**config.mk**
```make
export PLATFORM = sky130hd
export DESIGN_NAME = inout_sram_stream_reader_flat
export DESIGN_NICKNAME = d
export VERILOG_FILES = /design/src/rtl/inout_sram_stream_reader_pkg.sv /design/src/rtl/sp_ram_intf.sv /design/src/rtl/inout_sram_stream_reader_fifo.sv /design/src/rtl/inout_sram_stream_reader.sv /design/src/flat_wrapper.sv
export SDC_FILE = /design/constraint.sdc
export NUM_CORES = 1
export LEC_CHECK = 0
export ABC_AREA = 1
export CAP_MARGIN = 20
export CORE_MARGIN = 5
export CORE_UTILIZATION = 45
export DETAILED_ROUTE_END_ITERATION = 8
export PLACE_DENSITY = 0.79
export SLEW_MARGIN = 20
export SYNTH_ARGS = -nofsm -noshare
export SYNTH_HDL_FRONTEND = slang
export SYNTH_SLANG_ARGS = --single-unit
```
**constraint.sdc**
```tcl
create_clock -name clk -period 3.15 [get_ports clk]
set_input_delay 0.4725 -clock clk [delete_from_list [all_inputs] [get_ports clk]]
set_output_delay 0.4725 -clock clk [all_outputs]
set_load 0.01 [all_outputs]
```
**src/rtl/inout_sram_stream_reader_pkg.sv**
```systemverilog
// Shared constants and state type for the InOut SRAM stream reader.
package inout_sram_pkg;
  localparam int              ADDR_W   = 18;
  localparam int              LEN_W    = 19;
  localparam logic [17:0]     MAX_ADDR = 18'h2FFFF;
  localparam int              DATA_W   = 16;

  typedef enum logic [1:0] {IDLE, RUN, DRAIN} rd_state_e;
endpackage

```
**src/rtl/sp_ram_intf.sv**
```systemverilog
// Single-port SRAM bus: W_req is an active-low write request.
interface sp_ram_intf;
  logic        cs;
  logic        oe;
  logic [31:0] addr;
  logic        W_req;
  logic [31:0] W_data;
  logic [31:0] R_data;

  modport master (output cs, oe, addr, W_req, W_data, input R_data);
  modport slave  (input cs, oe, addr, W_req, W_data, output R_data);
endinterface

```
**src/rtl/inout_sram_stream_reader_fifo.sv**
```systemverilog
// Small synchronous FIFO holding {last, data} beats; flush empties it in one cycle.
module stream_fifo
  import inout_sram_pkg::*;
#(
  parameter int DEPTH = 2,
  parameter int WIDTH = DATA_W + 1
) (
  input  logic                           clk,
  input  logic                           rstn,
  input  logic                           flush,
  input  logic                           push,
  input  logic [WIDTH-1:0]               push_data,
  input  logic                           pop,
  output logic [WIDTH-1:0]               pop_data,
  output logic [$clog2(DEPTH+1)-1:0]     count,
  output logic                           full,
  output logic                           empty
);
  localparam int PTR_W = (DEPTH > 1) ? $clog2(DEPTH) : 1;
  localparam int CNT_W = $clog2(DEPTH+1);

  logic [WIDTH-1:0] r_mem [DEPTH];
  logic [PTR_W-1:0] r_wr, r_rd;
  logic [CNT_W-1:0] r_cnt;
  logic             w_wr, w_rd;

  function automatic logic [PTR_W-1:0] nxt(input logic [PTR_W-1:0] p);
    return (p == PTR_W'(DEPTH-1)) ? '0 : p + PTR_W'(1);
  endfunction

  assign full     = (r_cnt == CNT_W'(DEPTH));
  assign empty    = (r_cnt == '0);
  assign count    = r_cnt;
  assign w_wr     = push & ~full;
  assign w_rd     = pop & ~empty;
  assign pop_data = r_mem[r_rd];

  always_ff @(posedge clk or negedge rstn) begin
    if (!rstn) begin
      r_wr  <= '0;
      r_rd  <= '0;
      r_cnt <= '0;
    end else if (flush) begin
      r_wr  <= '0;
      r_rd  <= '0;
      r_cnt <= '0;
    end else begin
      if (w_wr) r_wr <= nxt(r_wr);
      if (w_rd) r_rd <= nxt(r_rd);
      case ({w_wr, w_rd})
        2'b10:   r_cnt <= r_cnt + CNT_W'(1);
        2'b01:   r_cnt <= r_cnt - CNT_W'(1);
        default: ;
      endcase
    end
  end

  always_ff @(posedge clk) begin
    if (w_wr && !flush) r_mem[r_wr] <= push_data;
  end
endmodule

```
**src/rtl/inout_sram_stream_reader.sv**
```systemverilog
// Reads a contiguous run of 16-bit words from the InOut SRAM and streams them
// on valid/ready; issue is throttled so the 1-cycle read latency never overflows the FIFO.
module inout_sram_stream_reader #(
  parameter int                FIFO_DEPTH = 2,
  parameter int                ADDR_W     = inout_sram_pkg::ADDR_W,
  parameter int                LEN_W      = inout_sram_pkg::LEN_W,
  parameter logic [ADDR_W-1:0] MAX_ADDR   = inout_sram_pkg::MAX_ADDR
) (
  input  logic                              clk,
  input  logic                              rstn,
  input  logic                              start,
  input  logic [ADDR_W-1:0]                 base_addr,
  input  logic [LEN_W-1:0]                  len,
  input  logic                              abort,
  output logic                              busy,
  output logic                              done,
  output logic                              err,
  output logic                              out_valid,
  input  logic                              out_ready,
  output logic [inout_sram_pkg::DATA_W-1:0] out_data,
  output logic                              out_last,
  sp_ram_intf.master                        mem
);
  import inout_sram_pkg::*;

  localparam int CNT_W = $clog2(FIFO_DEPTH+1);
  localparam int EW    = ((LEN_W > ADDR_W) ? LEN_W : ADDR_W) + 1;
  localparam int FW    = DATA_W + 1;

  rd_state_e         r_state, w_next;
  logic [ADDR_W-1:0] r_addr;
  logic [LEN_W-1:0]  r_remain;
  logic              r_rd_pend, r_rd_keep, r_rd_last, r_done, r_err;
  logic              w_accept, w_zero, w_bad, w_go, w_issue, w_room;
  logic              w_pop, w_push, w_fin, w_empty, w_full;
  logic [EW-1:0]     w_end;
  logic [CNT_W-1:0]  w_count;
  logic [CNT_W:0]    w_occ;
  logic [FW-1:0]     w_head;
  logic              w_unused;

  assign w_accept = (r_state == IDLE) & start & ~abort;
  assign w_zero   = (len == '0);
  // base+len-1 > MAX rewritten as base+len > MAX+1, wide enough never to wrap
  assign w_end    = EW'(base_addr) + EW'(len);
  assign w_bad    = w_end > (EW'(MAX_ADDR) + EW'(1));
  assign w_go     = w_accept & ~w_zero & ~w_bad;

  assign w_pop  = ~w_empty & out_ready;
  assign w_fin  = w_pop & w_head[DATA_W];
  assign w_occ  = (CNT_W+1)'(w_count) + (CNT_W+1)'(r_rd_keep) - (CNT_W+1)'(w_pop);
  assign w_room = w_occ < (CNT_W+1)'(FIFO_DEPTH);
  // a result returning in the abort cycle is dropped along with the flush
  assign w_push = r_rd_keep & ~abort;

  always_ff @(posedge clk or negedge rstn) begin
    if (!rstn) r_state <= IDLE;
    else       r_state <= w_next;
  end

  always_comb begin
    w_next = r_state;
    case (r_state)
      IDLE:    if (w_go) w_next = RUN;
      RUN:     if (w_issue && r_remain == LEN_W'(1)) w_next = DRAIN;
      DRAIN:   if (w_fin) w_next = IDLE;
      default: w_next = IDLE;
    endcase
    if (abort) w_next = IDLE;
  end

  always_comb begin
    w_issue = 1'b0;
    busy    = 1'b0;
    case (r_state)
      RUN: begin
        w_issue = w_room;
        busy    = 1'b1;
      end
      DRAIN:   busy = 1'b1;
      default: ;
    endcase
  end

  always_ff @(posedge clk or negedge rstn) begin
    if (!rstn) begin
      r_addr    <= '0;
      r_remain  <= '0;
      r_rd_pend <= 1'b0;
      r_rd_keep <= 1'b0;
      r_rd_last <= 1'b0;
      r_done    <= 1'b0;
      r_err     <= 1'b0;
    end else begin
      r_rd_pend <= w_issue;
      r_rd_keep <= w_issue & ~abort;
      r_rd_last <= w_issue & (r_remain == LEN_W'(1));
      r_done    <= (w_accept & w_zero) | ((r_state == DRAIN) & w_fin & ~abort);
      r_err     <= w_accept & ~w_zero & w_bad;
      if (w_go) begin
        r_addr   <= base_addr;
        r_remain <= len;
      end else if (w_issue) begin
        r_remain <= r_remain - LEN_W'(1);
        // hold on the final word so addr never runs past base+len-1
        if (r_remain != LEN_W'(1)) r_addr <= r_addr + ADDR_W'(1);
      end
    end
  end

  stream_fifo #(.DEPTH(FIFO_DEPTH), .WIDTH(FW)) u_fifo (
    .clk       (clk),
    .rstn      (rstn),
    .flush     (abort),
    .push      (w_push),
    .push_data ({r_rd_last, mem.R_data[DATA_W-1:0]}),
    .pop       (w_pop),
    .pop_data  (w_head),
    .count     (w_count),
    .full      (w_full),
    .empty     (w_empty)
  );

  assign mem.cs     = w_issue;
  assign mem.oe     = r_rd_pend;
  assign mem.addr   = 32'(r_addr);
  assign mem.W_req  = 1'b1;
  assign mem.W_data = '0;

  assign done      = r_done;
  assign err       = r_err;
  assign out_valid = ~w_empty;
  assign out_data  = w_head[DATA_W-1:0];
  assign out_last  = ~w_empty & w_head[DATA_W];

  assign w_unused = ^{mem.R_data[31:DATA_W], w_full};
endmodule

```
**src/flat_wrapper.sv**
```systemverilog
// flat-port wrapper written by rule: the top's interface ports become plain ports
module inout_sram_stream_reader_flat import inout_sram_pkg::*;
#(
  parameter int                FIFO_DEPTH = 2,
  parameter int                ADDR_W     = inout_sram_pkg::ADDR_W,
  parameter int                LEN_W      = inout_sram_pkg::LEN_W,
  parameter logic [ADDR_W-1:0] MAX_ADDR   = inout_sram_pkg::MAX_ADDR
)
  (clk, rstn, start, base_addr, len, abort, busy, done, err, out_valid, out_ready, out_data, out_last, mem_cs, mem_oe, mem_addr, mem_W_req, mem_W_data, mem_R_data);
  sp_ram_intf mem_i ();
  input  logic clk;
  input  logic rstn;
  input  logic start;
  input  logic [ADDR_W-1:0] base_addr;
  input  logic [LEN_W-1:0] len;
  input  logic abort;
  output logic busy;
  output logic done;
  output logic err;
  output logic out_valid;
  input  logic out_ready;
  output logic [inout_sram_pkg::DATA_W-1:0] out_data;
  output logic out_last;
  output wire logic [$bits(mem_i.cs)-1:0] mem_cs;
  output wire logic [$bits(mem_i.oe)-1:0] mem_oe;
  output wire logic [$bits(mem_i.addr)-1:0] mem_addr;
  output wire logic [$bits(mem_i.W_req)-1:0] mem_W_req;
  output wire logic [$bits(mem_i.W_data)-1:0] mem_W_data;
  input wire logic [$bits(mem_i.R_data)-1:0] mem_R_data;
  assign mem_cs = mem_i.cs;
  assign mem_oe = mem_i.oe;
  assign mem_addr = mem_i.addr;
  assign mem_W_req = mem_i.W_req;
  assign mem_W_data = mem_i.W_data;
  assign mem_i.R_data = mem_R_data;
  inout_sram_stream_reader #(.FIFO_DEPTH(FIFO_DEPTH), .ADDR_W(ADDR_W), .LEN_W(LEN_W), .MAX_ADDR(MAX_ADDR)) u_core (.clk(clk), .rstn(rstn), .start(start), .base_addr(base_addr), .len(len), .abort(abort), .busy(busy), .done(done), .err(err), .out_valid(out_valid), .out_ready(out_ready), .out_data(out_data), .out_last(out_last), .mem(mem_i));
endmodule
```
### Word-level counts from Yosys, hierarchy flattened

Memories as Yosys holds them, arrays and structs flattened.
Cells that the tools add are included.

| storage, ports and cells | value |
|---|---|
| flip-flop bits (word level) | 48 |
| bits in writable memories | 34 |
| input port bits | 74 |
| output and inout port bits | 88 |
| word-level logic and storage cells | 91 |
| memories | 1 |

Memory list:

| name | words | bits a word | read ports | clocked after memory_dff | write ports | RTL line | RTL |
|---|---|---|---|---|---|---|---|
| u_core.u_fifo.r_mem | 2 | 17 | 1 | 0 | 1 | inout_sram_stream_reader_fifo.sv:22 | `logic [WIDTH-1:0] r_mem [DEPTH];` |

| operators by class | value |
|---|---|
| add/subtract/negate cells | 9 |
| order comparisons | 2 |
| equal/unequal tests | 10 |
| muxes and demuxes | 22 |
| bitwise gates (word level) | 22 |
| reduce and logical (&&, ||, !) cells | 14 |

Operator list:

| operator | count |
|---|---|
| 18-bit 2-to-1 mux | 3 |
| 19-bit 2-to-1 mux | 2 |
| 18-bit by 19-bit adder with 20-bit output | 1 |
| 20-bit by 18-bit > comparator with 1-bit output (second input constant) | 1 |
| 19-bit by 1-bit equality test with 1-bit output (second input constant) | 1 |
| 19-bit zero test | 1 |
| 19-bit by 1-bit inequality test with 1-bit output (second input constant) | 1 |
| 19-bit by 1-bit subtractor with 19-bit output (second input constant) | 1 |
| 18-bit by 1-bit adder with 18-bit output (second input constant) | 1 |
| 1-bit AND | 16 |
| 1-bit 2-to-1 mux | 10 |
| 2-bit 2-to-1 mux | 5 |
| 3-bit by 2-bit inequality test with 1-bit output (second input constant) | 3 |
| 2-bit nonzero test | 4 |
| 2-bit equality test (second input constant) | 3 |
| 2-bit one-hot mux with 3 select lines | 1 |
| 1-bit NOT | 5 |
| 2-bit by 1-bit equality test with 1-bit output (second input constant) | 2 |
| 2-bit zero test | 2 |
| 2-bit one-hot mux with 2 select lines | 1 |
| 2-bit by 1-bit adder with 3-bit output | 1 |
| 3-bit by 2-bit < comparator with 1-bit output (second input constant) | 1 |
| 3-bit AND reduction | 1 |
| 3-bit nonzero test | 1 |
| 9 further kinds | 11 |

### Logic depth before layout (Yosys ltp)

Gate-level depths: netlist of the first run.

| depth | value |
|---|---|
| depth in word-level cells | 10 |
| gate-level depth with buffers | 21 |
| depth with buffers taken out | 19 |

### Modules after synthesis

A second synthesis of the first run with hierarchy kept.

| second synthesis, totals | value |
|---|---|
| cell total of the unflattened synthesis | 807 |
| area, all modules | 5974.5 µm² |

Modules (own cells, without submodules):

| module | times used | cells an instance | area each (µm²) | sequential area each (µm²) |
|---|---|---|---|---|
| inout_sram_stream_reader | 1 | 682 | 4469.3 | 1101.1 |
| stream_fifo | 1 | 125 | 1505.2 | 1121.1 |

### Worst setup path after synthesis of the first run

Ideal clock, no wire load.

| timing path | value |
|---|---|
| path type | reg2reg |
| start point | register u_core.u_fifo.r_cnt[1], in the netlist u_core.u_fifo.count[1] |
| end point | register u_core.r_remain[4] |
| setup time | 0.117 ns |
| arrival time | 2.921 ns |
| required time | 3.033 ns |
| slack | 0.112 ns |
| stages on the path, launching flop included | 16 |
| path buffers | 2 |
| period minus slack after synthesis | 3.038 ns |
| path through | dfrtp_1 > nor2_1 > inv_1 > nand2_1 > inv_1 > ha_1 > or2_2 > fa_1 > and3_1 > clkbuf_1 > clkbuf_1 > nand2_1 > xor2_1 > nand2_1 > o21ai_1 > inv_1 |

| on the way | value |
|---|---|
| word-level cells in the longest chain between the ends | 7 |
| elaborated cells between the ends (all ways) | 8 |
| those cells by class | 2 x add/sub; 1 x order compare; 1 x mux; 2 x bitwise; 2 x reduce/logical |

Ends and longest elaborated chain:

| element | RTL line | RTL |
|---|---|---|
| start: declaration | inout_sram_stream_reader_fifo.sv:24 | `logic [CNT_W-1:0] r_cnt;` |
| start signal: assignment | inout_sram_stream_reader_fifo.sv:51 | `2'b10: r_cnt <= r_cnt + CNT_W'(1);` |
| start signal: assignment | inout_sram_stream_reader_fifo.sv:52 | `2'b01: r_cnt <= r_cnt - CNT_W'(1);` |
| 2-bit zero test | inout_sram_stream_reader_fifo.sv:32 | `assign empty = (r_cnt == '0);` |
| 1-bit NOT | - |  |
| via out_valid | flat_wrapper.sv:20 | `output logic out_valid;` |
| 1-bit AND | inout_sram_stream_reader.sv:49 | `assign w_pop = ~w_empty & out_ready;` |
| 3-bit by 1-bit subtractor with 3-bit output | inout_sram_stream_reader.sv:51 | `assign w_occ = (CNT_W+1)'(w_count) + (CNT_W+1)'(r_rd_keep) - (CNT_W+1)'(w_pop);` |
| 3-bit by 2-bit < comparator with 1-bit output | inout_sram_stream_reader.sv:52 | `assign w_room = w_occ < (CNT_W+1)'(FIFO_DEPTH);` |
| 1-bit 2-to-1 mux | inout_sram_stream_reader.sv:75 | `case (r_state)` |
| via mem_cs | flat_wrapper.sv:24 | `output wire logic [$bits(mem_i.cs)-1:0] mem_cs;` |
| 2-bit nonzero test (no source line) | - |  |
| end signal: assignment | inout_sram_stream_reader.sv:102 | `r_remain <= len;` |
| end signal: assignment | inout_sram_stream_reader.sv:104 | `r_remain <= r_remain - LEN_W'(1);` |
| end: declaration | inout_sram_stream_reader.sv:32 | `logic [LEN_W-1:0] r_remain;` |

The timed path passes the listed nets, and every way through them passes these cells.
A chain may end at the register's enable or synchronous reset.

### Final worst setup path of the first run

| timing path | value |
|---|---|
| start point | input out_ready |
| end point | output mem_cs |

| on the way | value |
|---|---|
| word-level cells in the longest chain between the ends | 4 |

Ends and longest elaborated chain:

| element | RTL line | RTL |
|---|---|---|
| start: declaration | flat_wrapper.sv:21 | `input logic out_ready;` |
| 1-bit AND | inout_sram_stream_reader.sv:49 |  |
| 3-bit by 1-bit subtractor with 3-bit output | inout_sram_stream_reader.sv:51 |  |
| 3-bit by 2-bit < comparator with 1-bit output | inout_sram_stream_reader.sv:52 |  |
| 1-bit 2-to-1 mux | inout_sram_stream_reader.sv:75 |  |
| end: declaration | flat_wrapper.sv:24 |  |

No other way between the ends.

==> impl_results.md, run 1 <==
- Status: finished clean
- Power Total: 4.93 mW
- PwrDens: 634 nW/um2
- WHS: 0.202 ns
- Hold Buf Count CTS: 0
- GR Overflow Total: 0
- Final Max Tran Viols: 0
- Net Sw Frac: 36.9%
- All-Layer GR Usage: 19.6%
- Die height: 126 um
- DR WL/cell: 13.7 um
- Initial antenna violation count: 0
- Max frequency: 332 MHz
- Final wirelength: 15,900 um
- Drt pass-1 iters: 5
- Core Area: 13,200 um2
- Area Growth Syn to Fin: 28.2%
- Antenna Cells: 0
- Internal: 3.11 mW
- Vias/cell: 4.88
- Main combinational cell family by area after synthesis: simple AND/OR/NAND/NOR gates
- XOR/XNOR Fraction of Synth Area: 5.05%
- WP data arrival: 2.54 ns
- Share of layout cells above drive strength 1: 10.6%
- Worst-path cell chain: clkdlybuf4s50_1 > nand2_2 > inv_1 > ha_1 > or2_2 > fa_1 > nor2_1 > nor2_1 > and3_2 > clkbuf_2
- Hold Crit Class: primary input to asynchronous set/reset pin
- CTS tree: built
- Most common cell on crit path: nor2_1
- Psw: 1.82 mW
- Routed length on met2: 7410 um
- Comb pwr share: 41.3%
- Post-route minimum period: 3.01 ns
- Worst-path clk slew: 0.06 ns
- Global-route wire length before repair: 25,300 um
- Synthesized instance count: 835
- Worst Max-Slew Pin Slew: 0.766 ns
- DIE AREA: 15,900 um2
- Synth Warn #: 0
- Rel. slew slack: 48.9%
- Final worst-path cycle share: 95.5%
- Yosys reg bits: 82
- Vias in the first global route: 5,338
- Starting DRT DRC Count: 375
- CP max FO: 6
- Most common cell after layout, fill and taps aside: nand2_1
- Slowest Stage Delay on Critical Path: 0.43 ns
- Clk pwr share: 24.3%
- Clock Skew: 0.00484 ns
- Later-pin clock latency in the skew report: 0.34 ns
- Num CTS Buffers: 9
- Final GP Congestion: 0.950
- H-Tree Depth: 3
- CP max-delay cell: clkdlybuf4s50_1
- HPWL Detailed: 12,400 um
- Clk root buf: clkbuf_16
- Largest net degree at the start of global routing: 34
- DRT met1 WL: 7040 um
- Crit Path Class: primary input to primary output
- IO Count: 162
- Syn Area/Cell: 7.27 um2
- Die X: 126 um
- Sequential Power Share: 34.4%
- Mapped Area: 6070 um2
- Worst VDD drop: 301 uV
- Final setup viols: 0
- CTS Sinks: 82
- DR vias: 5,656
- Synth cell types: 35
- Starting Density: 45.8%
- Highest metal used: met4
- Pleak: 3.79 nW
- Critical Path RT: 2.68 ns
- Most frequent cells in the layout: 228 x nand2_1, 106 x inv_1, 96 x clkdlybuf4s50_1
- Synth Area in Compound Gates: 6.06%
- Worst setup EP type: primary output
- Maximum Capacitance Violations: 0
- Drt drc: 0
- Clock Tree Buf Depth: 2
- Routed wl met3: 1130 um
- Worst Setup Start Kind: primary input
- Endpoints failing hold: 0
- Port Buf Inserts: 98
- Fin nets: 1,081
- Mux cell area share after synthesis: 0%
- Synth Area in Simple Gates: 30.9%
- FP Rows: 42
- Seq/Total Area, Yosys: 36.6%
- Adder-cell share of the synthesized area: 6.02%
- Post-route ant nets: 0
registers in the layout, indices dropped and copies added (netlist names):
name                 cells
u_core.r_addr           18
u_core.u_fifo.count      2
u_core.r_rd_last         1
u_core.mem.oe            1
u_core.u_fifo.r_wr       1
u_core.u_fifo.r_mem     34
u_core.u_fifo.r_rd       1
u_core.done              1
u_core.r_rd_keep         1
u_core.r_remain         19
u_core.err               1
u_core.r_state           2
cell type report:
type                            count  area (um2)
Fill cell                        1186        5470
Multi-Input combinational cell    614        3120
Sequential cell                    82        2220
Timing Repair Buffer              157        1440
Inverter                          115         432
Clock buffer                       10         229
Tap cell                          176         220
Clock inverter                      6         115
through the flow:
stage | cell area [um2] | instances | TNS [ns] | worst slack (ns) | utilization [%]
floorplan | 6240 | 880 | 0 | 0.112 | -
global placement | 7390 | 1144 | -6.11 | -0.293 | 55.8
detailed placement | 7390 | 1144 | -7.16 | -0.276 | 55.8
CTS | 7740 | 1160 | 0 | 0.0327 | 58.5
global route | 7770 | 1160 | -0.000275 | -0.000275 | 58.7
finish | 7770 | 1160 | 0 | 0.142 | 58.7
timing repair:
| action | CTS | global route |
|---|---|---|
| pin swaps | 0 | 1 |
| resized for setup | 4 | 13 |
| endpoints found under the setup margin | 2 | 40 |
| setup buffers | 0 | 0 |
| hold endpoints to repair | 0 | 0 |
synth_stat cells (all sizes together):
library cell  number  share of area, %
conb               2              0.12
clkinv             1             0.062
ha                26               5.4
o21ai             41               3.7
o21a               1              0.12
nand3             74               6.4
nand4             19               2.0
dfrtp             48                20
nand3b             5              0.62
inv              114               7.1
and3               4              0.41
fa                 2              0.66
a21oi             19               1.6
nor3              12              0.99
or2                3              0.31
nor2              81               5.1
nor4               8              0.82
o21bai             2              0.25
clkbuf            10              0.62
xnor2             10               1.4
buf               59               7.5
edfxtp            34                17
a21boi             3              0.37
nand2            232                14
xor2              25               3.6
power groups by stage:
stage | registers [mW] | clock network (mW) | logic [mW]
2_1_floorplan | 1.68 | 0 | 1.20
3_3_place_gp | 1.69 | 0 | 1.96
3_5_place_dp | 1.70 | 0 | 2.00
4_1_cts | 1.69 | 1.22 | 2.02
5_1_grt | 1.73 | 1.27 | 2.29
6_report | 1.70 | 1.20 | 2.04
path summary, 6_finish.rpt:
| check | start | end | slack (ns) | cells past startpoint |
|---|---|---|---|---|
| worst min register to register | u_core.r_rd_last | u_core.u_fifo.r_mem[0][16] | 0.46 | 0 |
| max in group asynchronous | rstn | u_core.r_remain[4] | 2.23 | 2 |
| worst max register to register | u_core.u_fifo.count[0] | u_core.r_addr[10] | 0.21 | 17 |
| min in group clk | u_core.r_rd_last | u_core.u_fifo.r_mem[0][16] | 0.46 | 0 |
| worst min-delay path | rstn | u_core.u_fifo.r_rd | 0.20 | 1 |
| worst max-delay path | out_ready | mem_cs | 0.14 | 10 |
logic make-up after synthesis:
kind of cell | Yosys count
and+or+nand+nor | 438
DFF | 82
adders and majority gates | 28
other | 2
xor gates and xnor gates | 35
AOI/OAI and AO/OA | 66
buffers and inverters | 184
routing by layer:
metal	up-vias	track usage, %
met5	-	0
met4	0	7.57
met3	23	3.26
met2	205	33.0
met1	2566	25.2
li1	2862	-
worst max-delay path: cells and delay by family:
kind	cells	cell delay [ns]
buffers and inverters	3	0.63
AND/OR/NAND/NOR	5	0.79
adder cells (fa/ha/maj)	2	0.64
No activity file was read; power rests on OpenSTA's default activity.
==> run 2: changes to the inputs <==
--- a/config.mk
+++ b/config.mk
@@ -15,3 +15,4 @@
 export SYNTH_ARGS = -nofsm -noshare
 export SYNTH_HDL_FRONTEND = slang
 export SYNTH_SLANG_ARGS = --single-unit
+export TNS_END_PERCENT = 5
==> results of run 2 <==
Final layout, timing and power as in run 1 (identical DEF).
